$ cat src/rtl/mult_div_unit.sv
`default_nettype none
// +--------------------------------------------------------------------------+
// | Module      : mult_div_unit                                              |
// | Description : Iterative HI/LO multiply/divide unit with pipeline stall.  |
// |               Optional signed MULT/DIV (codes 13/14): SIGNED_MULDIV_EN   |
// | Revision    : 1.0 - initial release                                      |
// +--------------------------------------------------------------------------+
module mult_div_unit #(
    parameter int WIDTH = 32,
    parameter int CNT_W = 6
) (
    input  logic             clk,
    input  logic             reset,
    input  logic             valid_in,
    input  logic [3:0]       control_input,
    input  logic [WIDTH-1:0] input_1,
    input  logic [WIDTH-1:0] input_2,
    output logic [WIDTH-1:0] result_out,
    output logic             busy,
    output logic             done,
    output logic             div_by_zero,
    output logic             stall
);

    localparam logic [1:0] c_st_idle = 2'd0;
    localparam logic [1:0] c_st_mul  = 2'd1;
    localparam logic [1:0] c_st_div  = 2'd2;
    localparam logic [1:0] c_st_fin  = 2'd3;

    localparam logic [3:0] c_op_mult = 4'd8;
    localparam logic [3:0] c_op_div  = 4'd9;
    localparam logic [3:0] c_op_mfhi = 4'd11;
    localparam logic [3:0] c_op_mflo = 4'd12;

    localparam logic [CNT_W-1:0] c_last = CNT_W'(WIDTH - 1);

    logic [1:0]       r_state, w_next_state;
    logic [WIDTH-1:0] r_hi, r_lo;
    logic [WIDTH-1:0] r_op;   // multiplicand or divisor
    logic [WIDTH-1:0] r_mq;   // multiplier/product-low or dividend/quotient
    logic [WIDTH-1:0] r_acc;  // product-high or partial remainder
    logic [CNT_W-1:0] r_cnt;
    logic             r_div_by_zero;

    logic             w_is_mul, w_is_div, w_idle, w_last, w_div_zero_in;
    logic             w_issue_mul, w_issue_div, w_dbz;
    logic [WIDTH-1:0] w_a_mag, w_b_mag;
    logic [WIDTH:0]   w_sum, w_shift;
    logic [WIDTH-1:0] w_mul_hi, w_mul_lo, w_sub, w_div_rem, w_div_quo, w_ge_vec;
    logic             w_ge;
    logic [WIDTH-1:0] w_mul_hi_fin, w_mul_lo_fin, w_div_hi_fin, w_div_lo_fin;

`ifdef SIGNED_MULDIV_EN
    localparam logic [3:0] c_op_mults = 4'd13;
    localparam logic [3:0] c_op_divs  = 4'd14;

    logic               w_signed;
    logic               r_neg_q, r_neg_r;
    logic [2*WIDTH-1:0] w_prod;

    assign w_signed = (control_input == c_op_mults) || (control_input == c_op_divs);
    assign w_is_mul = (control_input == c_op_mult) || (control_input == c_op_mults);
    assign w_is_div = (control_input == c_op_div) || (control_input == c_op_divs);
    assign w_a_mag  = (w_signed && input_1[WIDTH-1]) ? -input_1 : input_1;
    assign w_b_mag  = (w_signed && input_2[WIDTH-1]) ? -input_2 : input_2;

    // Results come out of the unsigned datapath as magnitudes; apply signs on write-back
    assign w_prod = {w_mul_hi, w_mul_lo};
    assign {w_mul_hi_fin, w_mul_lo_fin} = r_neg_q ? -w_prod : w_prod;
    assign w_div_lo_fin = r_neg_q ? -w_div_quo : w_div_quo;
    assign w_div_hi_fin = r_neg_r ? -w_div_rem : w_div_rem;

    always_ff @(posedge clk or posedge reset) begin
        if (reset) begin
            r_neg_q <= 1'b0;
            r_neg_r <= 1'b0;
        end else if (w_issue_mul || w_issue_div) begin
            r_neg_q <= w_signed & (input_1[WIDTH-1] ^ input_2[WIDTH-1]);
            r_neg_r <= w_signed & w_is_div & input_1[WIDTH-1];
        end
    end
`else
    assign w_is_mul     = (control_input == c_op_mult);
    assign w_is_div     = (control_input == c_op_div);
    assign w_a_mag      = input_1;
    assign w_b_mag      = input_2;
    assign w_mul_hi_fin = w_mul_hi;
    assign w_mul_lo_fin = w_mul_lo;
    assign w_div_hi_fin = w_div_rem;
    assign w_div_lo_fin = w_div_quo;
`endif

    assign w_idle        = (r_state == c_st_idle);
    assign w_last        = (r_cnt == c_last);
    assign w_div_zero_in = (input_2 == '0);
    assign w_issue_mul   = w_idle & valid_in & w_is_mul;
    assign w_issue_div   = w_idle & valid_in & w_is_div & ~w_div_zero_in;
    assign w_dbz         = w_idle & valid_in & w_is_div & w_div_zero_in;

    // Shift-add step: {acc, mq} holds the running product, shifted right once per cycle
    assign w_sum    = {1'b0, r_acc} + (r_mq[0] ? {1'b0, r_op} : '0);
    assign w_mul_hi = w_sum[WIDTH:1];
    assign w_mul_lo = {w_sum[0], r_mq[WIDTH-1:1]};

    // Restoring step: the remainder stays below the divisor so WIDTH bits suffice
    assign w_shift   = {r_acc, r_mq[WIDTH-1]};
    assign w_ge      = (w_shift >= {1'b0, r_op});
    assign w_sub     = w_shift[WIDTH-1:0] - r_op;
    assign w_ge_vec  = {WIDTH{w_ge}};
    assign w_div_rem = (w_ge_vec & w_sub) | (~w_ge_vec & w_shift[WIDTH-1:0]);
    assign w_div_quo = {r_mq[WIDTH-2:0], w_ge};

    always_ff @(posedge clk or posedge reset) begin
        if (reset) begin
            r_state <= c_st_idle;
        end else begin
            r_state <= w_next_state;
        end
    end

    always_comb begin
        w_next_state = r_state;
        case (r_state)
            c_st_idle: begin
                if (w_issue_mul)      w_next_state = c_st_mul;
                else if (w_issue_div) w_next_state = c_st_div;
            end
            c_st_mul:  if (w_last) w_next_state = c_st_fin;
            c_st_div:  if (w_last) w_next_state = c_st_fin;
            default:   w_next_state = c_st_idle;
        endcase
    end

    always_ff @(posedge clk or posedge reset) begin
        if (reset) begin
            r_hi          <= '0;
            r_lo          <= '0;
            r_op          <= '0;
            r_mq          <= '0;
            r_acc         <= '0;
            r_cnt         <= '0;
            r_div_by_zero <= 1'b0;
        end else begin
            r_div_by_zero <= w_dbz;
            case (r_state)
                c_st_idle: begin
                    if (w_issue_mul) begin
                        r_op  <= w_a_mag;
                        r_mq  <= w_b_mag;
                        r_acc <= '0;
                        r_cnt <= '0;
                    end else if (w_issue_div) begin
                        r_op  <= w_b_mag;
                        r_mq  <= w_a_mag;
                        r_acc <= '0;
                        r_cnt <= '0;
                    end
                end
                c_st_mul: begin
                    r_acc <= w_mul_hi;
                    r_mq  <= w_mul_lo;
                    r_cnt <= r_cnt + CNT_W'(1);
                    if (w_last) begin
                        r_hi <= w_mul_hi_fin;
                        r_lo <= w_mul_lo_fin;
                    end
                end
                c_st_div: begin
                    r_acc <= w_div_rem;
                    r_mq  <= w_div_quo;
                    r_cnt <= r_cnt + CNT_W'(1);
                    if (w_last) begin
                        r_hi <= w_div_hi_fin;
                        r_lo <= w_div_lo_fin;
                    end
                end
                default: ;
            endcase
        end
    end

    assign busy        = (r_state == c_st_mul) || (r_state == c_st_div);
    assign done        = (r_state == c_st_fin);
    assign div_by_zero = r_div_by_zero;
    assign stall       = busy | w_issue_mul | w_issue_div;

    always_comb begin
        result_out = '0;
        if (control_input == c_op_mfhi)      result_out = r_hi;
        else if (control_input == c_op_mflo) result_out = r_lo;
    end

endmodule
`default_nettype wire

$ cat config.mk
export PLATFORM = sky130hd
export DESIGN_NAME = mult_div_unit
export DESIGN_NICKNAME = d
export VERILOG_FILES = /design/src/rtl/mult_div_unit.sv
export SDC_FILE = /design/constraint.sdc
export NUM_CORES = 1
export LEC_CHECK = 0
export BUFFER_PORTS_ARGS = -buffer_cell sky130_fd_sc_hd__buf_4
export CAP_MARGIN = 15
export CELL_PAD_IN_SITES_DETAIL_PLACEMENT = 2
export CELL_PAD_IN_SITES_GLOBAL_PLACEMENT = 2
export CORE_MARGIN = 2
export CORE_UTILIZATION = 40
export CTS_CLUSTER_DIAMETER = 60
export DETAILED_ROUTE_END_ITERATION = 12
export GPL_ROUTABILITY_DRIVEN = 0
export PLACE_DENSITY_LB_ADDON = 0.12
export RECOVER_POWER = 100
export SLEW_MARGIN = 10
export SYNTH_ARGS = -nofsm -noshare
export SYNTH_HDL_FRONTEND = slang
export SYNTH_SLANG_ARGS = --single-unit
export TNS_END_PERCENT = 20
$ cat constraint.sdc
create_clock -name clk -period 7.7 [get_ports clk]
set_clock_uncertainty 0.15 [all_clocks]
set_input_delay 0 -clock clk [delete_from_list [all_inputs] [get_ports clk]]
set_output_delay 0 -clock clk [all_outputs]
set_load 0.005 [all_outputs]
After elaboration in Yosys (flattened, before gate mapping). Index checks and enable logic that the tools add are counted.

Add/sub/neg operators: 3. Mux-type cells: 24. Reductions and logical operators: 13. $lt $le $gt $ge: 1. Bitwise gates (word level): 12. Equality and inequality tests: 12.

Operators with widths (number): 32-bit two-way mux (13); 32-bit one-hot mux with 3 select lines (2); 32-bit one-hot mux with 2 select lines (2); 32-bit AND (2); 32-bit by 32-bit adder with 33-bit output (1); 33-bit by 32-bit greater-or-equal comparator with 1-bit output (1); 32-bit logical NOT (1); 32-bit NOT (1); 32-bit bitwise OR (1); 32-bit subtractor (1); 4-bit equality test, second input constant (4); 6-bit two-way mux (2); 6-bit one-hot mux with 2 select lines (1); 2-bit AND reduction (4); 6-bit by 1-bit adder with 6-bit output, second input constant (1); 6-bit by 5-bit equality test with 1-bit output, second input constant (1); 2-bit two-way mux (3); 2-bit nonzero test (3); 1-bit AND (5); 2-bit equality test, second input constant (2); 2-bit != test, second input constant (2); 2-bit one-hot mux with 2 select lines (1); 3-bit by 1-bit != test with 1-bit output, second input constant (1); 3-bit AND reduction (1); 8 further kinds (9).

Bits in registers: 169. Word-level logic and storage cells: 73.

Depth between registers and ports, before layout.
Word-level depth: 7. Depth in mapped cells: 15. Depth with buffers taken out: 13.

Worst setup path after synthesis. Ideal clock, no wire load.

Path type: register -> register. From: register r_mq[31]. To: register r_hi[30]. Path buffers: 0. Library setup time: 0.119 ns. Stages on the path, launching flop included: 14. Data arrival time: 3.231 ns. Path slack: 4.200 ns. Data required time: 7.431 ns. Cells stage by stage: dfrtp_1 -> inv_1 -> ha_1 -> inv_1 -> fa_1 -> a21oi_1 -> o211ai_1 -> a31oi_1 -> o311ai_0 -> a31o_2 -> and4_1 -> or4_1 -> a211o_1 -> o21a_1.

Word-level cells in the longest chain between the ends: 6. Elaborated cells on any way between the ends: 8.

RTL lines: start: declaration (line 40) `logic [WIDTH-1:0] r_mq;`; start signal: assignment (line 149) `r_mq <= w_b_mag;`; start signal: assignment (line 154) `r_mq <= w_a_mag;`; start signal: assignment (line 161) `r_mq <= w_mul_lo;`; 33-bit by 32-bit greater-or-equal comparator with 1-bit output (line 107) `assign w_ge = (w_shift >= {1'b0, r_op});`; 32-bit NOT (line 110) `assign w_div_rem = (w_ge_vec & w_sub) | (~w_ge_vec & w_shift[WIDTH-1:0]);`; 32-bit AND (line 110); 32-bit bitwise OR (*) (line 110); 32-bit two-way mux (*) (line 172) `if (w_last) begin`; 32-bit one-hot mux with 2 select lines (*) (line 145) `case (r_state)`; end signal: assignment (line 164) `r_hi <= w_mul_hi_fin;`; end signal: assignment (line 173) `r_hi <= w_div_hi_fin;`; end: declaration (line 38) `logic [WIDTH-1:0] r_hi, r_lo;`.

Every way passes the cells marked *; elsewhere a longest branch is shown, timed or not. The select of a mux whose other input is x is not followed. A chain may end at the register's enable or synchronous reset.

Worst setup path in the final report.
From: register r_state[1]. To: register r_acc[19].

Word-level cells in the longest chain between the ends: 6. Elaborated cells on any way between the ends: 12.

RTL lines: start: declaration (line 37) `logic [1:0] r_state, w_next_state;`; start signal: assignment (line 115) `r_state <= c_st_idle;`; start signal: assignment (line 117) `r_state <= w_next_state;`; 2-bit logical NOT (line 93, 145); 1-bit AND (line 96, 97); 1-bit AND (2 in series) (line 97) `assign w_issue_div = w_idle & valid_in & w_is_div & ~w_div_zero_in;`; 3-bit by 1-bit != test with 1-bit output (no source line); 2-bit AND reduction (no source line); end signal: assignment (line 160) `r_acc <= w_mul_hi;`; end signal: assignment (line 169) `r_acc <= w_div_rem;`; end: declaration (line 41) `logic [WIDTH-1:0] r_acc;`.

Several ways; a longest one is shown, not always the timed one.

==> impl_metrics.env <==
export IMPL_status="complete, but fails checks"
export IMPL_violations="max-capacitance violations, max-slew violations"
export IMPL_final_min_clock_period_ns=6.09
export IMPL_wl_per_cell_um=30.0
export IMPL_ant_nets=0
export IMPL_hold_start="control_input[2]"
export IMPL_ys_types=67
export IMPL_whs_endpoint="r_state[0]"
export IMPL_initial_utilization=0.406
export IMPL_core_area_mm2=0.0316
export IMPL_post_cts_buffers=0
export IMPL_synth_warnings=0
export IMPL_slew_viol_final=438
export IMPL_hold_path_class="input pin to flip-flop"
export IMPL_synth_top_cell_area_share=0.330
export IMPL_setup_viol=0
export IMPL_synth_adder_area_share=0.0715
export IMPL_synth_avg_cell_area_um2=8.31
export IMPL_crit_path_start_kind="flip-flop"
export IMPL_use_met2=0.629
export IMPL_finalCritPeriodShare=0.791
export IMPL_port_buffer_count=106
export IMPL_leakage_uw=0.00703
export IMPL_post_dp_hpwl_um=36600
export IMPL_fin_ws_ns=1.61
export IMPL_cts_sink_count=169
export IMPL_overflow=0
export IMPL_synthArstFlopShare=1.00
export IMPL_synthSimpleGateAreaFrac=0.168
export IMPL_syn_inst=1542
export IMPL_worstReg2RegEnd="r_acc[19]"
export IMPL_antenna_found_initial=1
export IMPL_syn_to_final_growth_pct=20.4
export IMPL_r2r_start="r_state[1]"
export IMPL_ios=107
export IMPL_max_clock_path_buffers=2
export IMPL_synth_area_top_cells="dfrtp_1 33%, o21ai_0 8.2%, nand2_1 7.4%"
export IMPL_nets=1826
export IMPL_slew_headroom=-2.51
export IMPL_reg2reg_slack_ns=1.61
export IMPL_synth_top_family_by_area="compound AO/OA/AOI/OAI gates"
export IMPL_synthesis_area_mm2=0.0128
export IMPL_place_ws_ns=2.88
export IMPL_ys_ff_latch=169
export IMPL_clkSlewWorstSetupHoldPaths_ns=0.07
export IMPL_synth_compound_area_share=0.255
export IMPL_power_density_mw_per_mm2=341
export IMPL_grt_pass1_vias=15100
export IMPL_grtUsageMet3=0.0727
export IMPL_worstSetupPathType="flip-flop to flip-flop"
export IMPL_worst_ep_required_time_ns=7.85
export IMPL_drt_total_wl_um=63000
export IMPL_tns_ns=0
export IMPL_use_met1=0.496
export IMPL_num_vias=13700
export IMPL_multiInputGateArea_mm2=0.00802
export IMPL_rows=65
export IMPL_cts_made_buffers=17
export IMPL_dieArea_mm2=0.0335
export IMPL_grt_first_pass_wirelength_um=97200
export IMPL_h_tree_depth=4
export IMPL_synth_top_area_cell="dfrtp_1"
export IMPL_track_usage=0.382
export IMPL_fillCellCount=3405
export IMPL_grt_max_degree=106
export IMPL_critPathCaptureType="flip-flop"
export IMPL_clockRootBuffer="clkbuf_16"
export IMPL_die_y_um=183
export IMPL_hold_viol=0
export IMPL_cts_tree="yes"
export IMPL_drt_pass1_iter_count=7
export IMPL_ff2ff_path_depth=5
export IMPL_routed_via_density=6.53
export IMPL_timing_fmax_ghz=0.164
export IMPL_top_usage_layer="met2"
export IMPL_seqCellArea_mm2=0.00423
export IMPL_drc_errors=0
export IMPL_synth_xor_area_share=0.0328
export IMPL_peakVddDrop_uv=185
export IMPL_tightest_slew_ns=5.24
export IMPL_syn_num_nets=1685
export IMPL_synthFlopType="dfrtp_1"
export IMPL_insertion_delay_ns=0.46
export IMPL_crit_fanout=79
export IMPL_rsz0062_at_grt="no"
export IMPL_drive_above_1_share=0.115
export IMPL_first_iter_violations=925
export IMPL_die_w_um=183
export IMPL_muxShareOfSynthArea=0.0983
export IMPL_synth_edf_count=0
export IMPL_arrival_ns=6.24
export IMPL_drv_cap=7
export IMPL_diodes=0
export IMPL_yosysSeqAreaShare=0.330
export IMPL_hold_depth=7
[layout by cell type, fill, tap and decap left out, drive strengths merged, types with 9 or more instances in the layout]
cell	netlist	routed
and2	40	40
a211oi	9	9
and3	14	14
nor4	10	10
a21o	23	23
clkbuf	81	57
nand4	10	10
xor2	24	24
mux2i	83	83
nor2	61	61
ha	70	70
xnor2	24	24
nand2b	10	10
inv	53	60
dlygate4sd3	0	100
buf	15	78
nand3	15	15
o221ai	9	9
a31oi	12	12
a21oi	83	83
dfrtp	169	169
mux2	38	38
or3	13	13
o21a	16	16
o211ai	20	20
nand2	252	252
a22o	40	40
o21ai	209	209
a22oi	34	34
[state kept, by name, indices dropped and copies added, names as in the netlist]
name and cells:
r_op 32, r_acc 32, r_lo 32, div_by_zero 1, r_state 2, r_cnt 6, r_hi 32, r_mq 32
[synthesized netlist by cell type (10+ instances only)]
master,n
a21o_1,23
a21oi_1,83
a22o_1,40
a22oi_1,34
a31oi_1,12
and2_1,39
and3_1,14
clkbuf_1,81
dfrtp_1,169
ha_1,70
inv_1,52
mux2_2,38
mux2i_1,83
nand2_1,252
nand2b_1,10
nand3_1,15
nor2_1,61
nor4_1,10
o211ai_1,20
o21a_1,16
o21ai_0,209
or3_1,13
xnor2_1,24
xor2_1,24
[where the power goes]
part	leakage (uW)	total, uW	switching [uW]	internal [uW]
clock network	0.000316	999	446	553
registers	0.00225	1520	437	1080
logic	0.00446	2740	1750	987
total	0.00703	5260	2640	2620
[metal layers]
metal / part of all wire / vias up / wire length, um
met2: 0.47 / 554 / 29900
met1: 0.42 / 7126 / 26600
li1: - / 5853 / -
met3: 0.068 / 160 / 4290
met4: 0.036 / 0 / 2280
met5: 0 / - / 0
[kinds of logic (layout without fill, tap and decap cells)]
group                    Yosys count  in the layout
AO/OA/AOI/OAI                    517            517
XOR/XNOR                          48             48
adder cells (fa/ha/maj)           72             72
buffers and inverters            149            303
flip-flops                       169            169
multiplexers                     121            121
AND/OR/NAND/NOR                  466            466
[through the flow]
| step | utilization | total power, uW | hold WS, ns | instance area [um2] | instances |
|---|---|---|---|---|---|
| 2_1_floorplan | - | 2930 | -0.0332 | 12800 | 1542 |
| 3_3_place_gp | 0.440 | 3670 | 0.0621 | 13900 | 1966 |
| 3_5_place_dp | 0.440 | 3800 | 0.0778 | 13900 | 1966 |
| 4_1_cts | 0.491 | 4950 | 0.255 | 15500 | 2098 |
| 5_1_grt | 0.489 | 5510 | 0.382 | 15400 | 2098 |
| 6_report | 0.489 | 5260 | 0.333 | 15400 | 2098 |
[layout make-up]
type,count,area share
tap,402,0.0326
sequential,169,0.274
timing repair buffer,218,0.119
clock buffer,17,0.0276
multi-input combinational,1224,0.520
inverter,53,0.0130
clock inverter,15,0.0135
[critical path, stage by stage, from the launching register on]
cell and delay (ns):
dfrtp_1 0.50, inv_1 0.14, ha_1 0.33, clkbuf_1 2.55, nand2_1 1.56, o21ai_0 0.69
[what timing repair did]
action	CTS	global route
hold buffers	100	0
hold endpoints to repair	169	0
resized for setup	0	0
[how the worst max path moves through the flow]
stage | to | cells after the start | start | slack [ns]
after floorplan | div_by_zero | 1 | reset | 2.97
after global placement | r_acc[27] | 11 | r_state[0] | 3.12
after detailed placement | r_acc[26] | 10 | r_state[0] | 2.88
after CTS | r_acc[26] | 10 | r_state[1] | 2.82
after global routing | r_acc[19] | 5 | r_state[1] | 1.31
final | r_acc[19] | 5 | r_state[1] | 1.61
Power figures use the tool's default switching activity.
